===== config.mk =====
export PLATFORM = sky130hd
export DESIGN_NAME = rr_mux_2x1_stage
export DESIGN_NICKNAME = d
export VERILOG_FILES = /design/src/rtl/rr_mux_2x1_stage.sv
export SDC_FILE = /design/constraint.sdc
export NUM_CORES = 1
export LEC_CHECK = 0
export BUFFER_PORTS_ARGS = -buffer_cell sky130_fd_sc_hd__buf_2
export CAP_MARGIN = 10
export CORE_MARGIN = 2
export CORE_UTILIZATION = 52
export CTS_BUF_LIST = sky130_fd_sc_hd__clkbuf_16
export DETAILED_ROUTE_END_ITERATION = 8
export PLACE_DENSITY = 0.89
export SYNTH_ARGS = -nofsm -noshare
export SYNTH_HDL_FRONTEND = slang
export SYNTH_SLANG_ARGS = --single-unit
export TNS_END_PERCENT = 5

===== constraint.sdc =====
create_clock -name clk -period 2.5 [get_ports clk]
set_clock_uncertainty 0.15 [all_clocks]
set_input_delay 0 -clock clk [delete_from_list [all_inputs] [get_ports clk]]
set_output_delay 0 -clock clk [all_outputs]
set_load 0.03 [all_outputs]

===== src/rtl/rr_mux_2x1_stage.sv =====
// Registered 2:1 selection stage with bounded-burst round-robin arbitration.
// A one-entry output register holds the selected word and the source it came from.
module rr_mux_2x1_stage #(
  parameter int WIDTH = 8,
  parameter int BURST = 2
) (
  input  logic             clk,
  input  logic             rst,
  input  logic [WIDTH-1:0] i0,
  input  logic             v0,
  output logic             r0,
  input  logic [WIDTH-1:0] i1,
  input  logic             v1,
  output logic             r1,
  output logic [WIDTH-1:0] y,
  output logic             y_valid,
  input  logic             y_ready,
  output logic             sel
);

  localparam logic [3:0] BURST_C = 4'(BURST);

  logic             cur_sel;
  logic [3:0]       cnt;
  logic             ld_en;
  logic             v_cur;
  logic             v_oth;
  logic             gnt;
  logic             gnt_vld;
  logic             acc;
  logic [WIDTH-1:0] mux_out;

  assign ld_en = !y_valid || y_ready;
  assign v_cur = cur_sel ? v1 : v0;
  assign v_oth = cur_sel ? v0 : v1;

  // NOTE: every output of this block gets a default first so no latch is inferred.
  always_comb begin
    gnt     = cur_sel;
    gnt_vld = 1'b0;
    if (v_cur && (cnt < BURST_C)) begin
      gnt_vld = 1'b1;
    end else if (v_oth) begin
      gnt     = !cur_sel;
      gnt_vld = 1'b1;
    end else if (v_cur) begin
      gnt_vld = 1'b1;
    end
  end

  // Readies are forced low while reset is asserted so nothing is accepted then.
  assign acc     = !rst && ld_en && gnt_vld;
  assign r0      = acc && (gnt == 1'b0);
  assign r1      = acc && (gnt == 1'b1);
  assign mux_out = gnt ? i1 : i0;

  // NOTE: sequential state uses non-blocking assignments so all registers update together.
  always_ff @(posedge clk) begin
    if (rst) begin
      y       <= '0;
      y_valid <= 1'b0;
      sel     <= 1'b0;
      cur_sel <= 1'b0;
      cnt     <= 4'd0;
    end else if (acc) begin
      y       <= mux_out;
      sel     <= gnt;
      y_valid <= 1'b1;
      if ((gnt == cur_sel) && (cnt < BURST_C)) begin
        cnt <= cnt + 4'd1;
      end else begin
        // Switching source, or restarting after an uncontested exhausted burst.
        cur_sel <= gnt;
        cnt     <= 4'd1;
      end
    end else if (y_ready) begin
      y_valid <= 1'b0;
    end
  end

endmodule


==> results.md <==
* Postcts setup bufs at 0
* Top-count cell post-synth: dfxtp_1
* Area grow syn2layout at 33.7%
* First-pass GRT wire length at 3.90 mm
* Max incr delay on CP at 580 ps
* Synthesized flop and latch total at 15
* Total number of vias at 987
* Synth Instances at 113
* Setup ws final at 135 ps
* Clk_lat worst skew at 250 ps
* IO Pins at 33
* Critical path peak fanout at 9
* Vias per Instance at 5.95
* Fin crit share at 94.6%
* Hpwl dp at 1.53 mm
* Largest delay share family, worst path: simple AND/OR/NAND/NOR gates
* Crit-path cells: o31a_1, or3b_1, nand3_1, a211oi_2, dlygate4sd3_1
* GR Layer Usage met1 at 30.6%
* Largest net degree at the start of global routing at 19
* Adder-cell share of the synthesized area at 1.37%
* Final Power at 792 uW
* DRT Wirelength at 2.51 mm
* Final net count at 172
* Final min period at 2370 ps
* Slew HR at 59.1%
* GRT busiest layer: met2
* Cell accounting for the most synthesized area: dfxtp_1
* Ranking of synthesized cells by area: dfxtp_1 (33%), a211oi_2 (11%), a21oi_1 (7.1%)
* Post-synth EDFFs at 0
* Max Slew Vio Count at 0
* Multiplexer share of the synthesized area at 0%
* TritonCTS clock tree: done
* Mean Syn Cell Area at 8.11 sq um
* Routed Antenna Nets at 0
* Global route overflow at 0
* Final hold vios at 0
* Max stage delay cell, worst path: dlygate4sd3_1
* Async SR Flop Fraction at 0%
* Post-synthesis simple-gate area fraction at 24.3%
* Largest family of logic cells by synthesized area: compound AO/OA/AOI/OAI gates
* F_max at 423 MHz
* Setup TNS at 0 ps
* Worst path bufs/invs at 1
* Clock root cell: clkbuf_16
* Share of post-route cells with drive strength above 1 at 31.5%
* Hold/Removal Path Class: input pin to flip-flop
* Unique masters post-synth at 28
* Htree depth at 1
* DRC Markers at 0
* Maximum capacitance violations at 0
* Clock Path Buffers at 2
* Row count at 15
* Syn Std Cell Area at 916 sq um
* RSZ-0062 raised after global routing: false
* GP Congestion at 0.789
* Pre-Repair DR Iteration Count at 4
* Starting Density at 54.2%
* Core area at 1690 sq um
* PD cells at 646 nW/um^2
* Die area at 2110 sq um
* GRT Util Overall at 26.4%
* Antenna violations before repair at 0
* Syn Nets at 135
* Maximum VDD drop at 783 uV
* Antenna Cells at 0
* Run status: complete, no violations
* CP startpoint kind: flip-flop
* Wire per inst at 15.1 um
* Crit end category: flip-flop
* Worst Path Arrival at 2340 ps
* Die height at 46.0 um
* TritonCTS Buffers at 3
* Met2 GRT Util at 44.2%
* Final setup violating endpoints at 0
* Worst Tran Pin Value at 613 ps
* Initial DRC Count at 28
* CTS clk-pin slew, worst paths at 50 ps
* YS warnings at 0
* Post-Place Worst Slack at 683 ps
* Most frequent cells after synthesis: dfxtp_1 (15), a21oi_1 (13), nor2_1 (12), nand3_1 (10), inv_1 (9)
* Primary FF master, synth: dfxtp_1
* Synth Area in XOR/XNOR at 0%
* Required time worst endpoint at 2480 ps
* Synth Area in Compound Gates at 32.5%
* Port bufs at 32
* GRT met3 Usage at 1.59%
* Leak pwr at 0.000557 uW
* Synth top area share at 32.8%
* Vias in the first global route at 897
* Sequential fraction of the synthesis area at 32.8%
* Die X at 46.0 um
* CTS sink count at 15
* Hold slack at 4.64 ps
* WS Path Type: flip-flop to flip-flop
[stage by stage]
stage               cell area, sq um  cells  util (%)
detailed placement              1060    153      62.5
finish                          1220    166      72.5
floorplan                        916    113         -
global route                    1220    166      72.5
CTS                             1220    166      72.5
global placement                1060    153      62.5
[path summary, 6_finish.rpt]
path                                          start                 to  slack [ps]  cells past startpoint
worst max-delay path            cnt[1]$_SDFFE_PP0P_  y[0]$_SDFFE_PP0P_         130                      5
worst min register to register     sel$_SDFFE_PP0P_   sel$_SDFFE_PP0P_         300                      2
worst min-delay path                          i1[4]  y[4]$_SDFFE_PP0P_           5                      3
worst max register to register  cnt[1]$_SDFFE_PP0P_  y[0]$_SDFFE_PP0P_         130                      5
[cells by family (layout without fill, tap and decap cells)]
logic type / count (synthesis) / after routing
buffers and inverters: 19 / 55
AOI/OAI and AO/OA: 39 / 39
adders and majority gates: 1 / 1
and+or+nand+nor: 39 / 39
DFF: 15 / 15
[flip-flops by register name (all words and copies together), names as in the netlist]
name / cells
cnt: 4
y: 8
cur_sel: 1
sel: 1
y_valid: 1
[area by class of cell]
cell class              count  area (sq um)
multi-input cells          79           533
clock inverters             1          3.75
repair buffers             42           258
clock buffers               3          75.1
well taps                  17          21.3
flip-flops and latches     15           300
inverters                   9          33.8
fillers                   123           464
[cell usage in the layout (no fill, tap or decap), types with 4 or more instances in the layout]
cell type	n
buf_2	32
dfxtp_1	15
a21oi_1	13
nor2_1	12
inv_1	10
nand3_1	10
dlygate4sd3_1	9
a211oi_1	8
a211oi_2	8
nand2_1	4
[power breakdown]
group          switching (uW)  internal, uW  total [uW]
Combinational             125          80.0         205
Clock                    98.1           212         310
Sequential               16.0           261         276
[worst min-delay path, delay by kind of cell]
kind	cells	cell delay, ps
AOI/OAI and AO/OA	2	270
buffers and inverters	1	90
[what timing repair did]
item                                    in CTS  in global routing
hold buffers                                 9                  0
resized for setup                            0                  0
endpoints found under the setup margin       0                  0
endpoints found under the hold margin        8                  0
[metal layers]
layer | vias to the layer above | wire, um | part of all wire (%)
met4 | 0 | 119 | 4.8
met1 | 466 | 981 | 39
met3 | 12 | 83 | 3.3
li1 | 481 | - | -
met5 | - | 0 | 0
met2 | 28 | 1320 | 53
No activity file was read; power rests on OpenSTA's default activity.
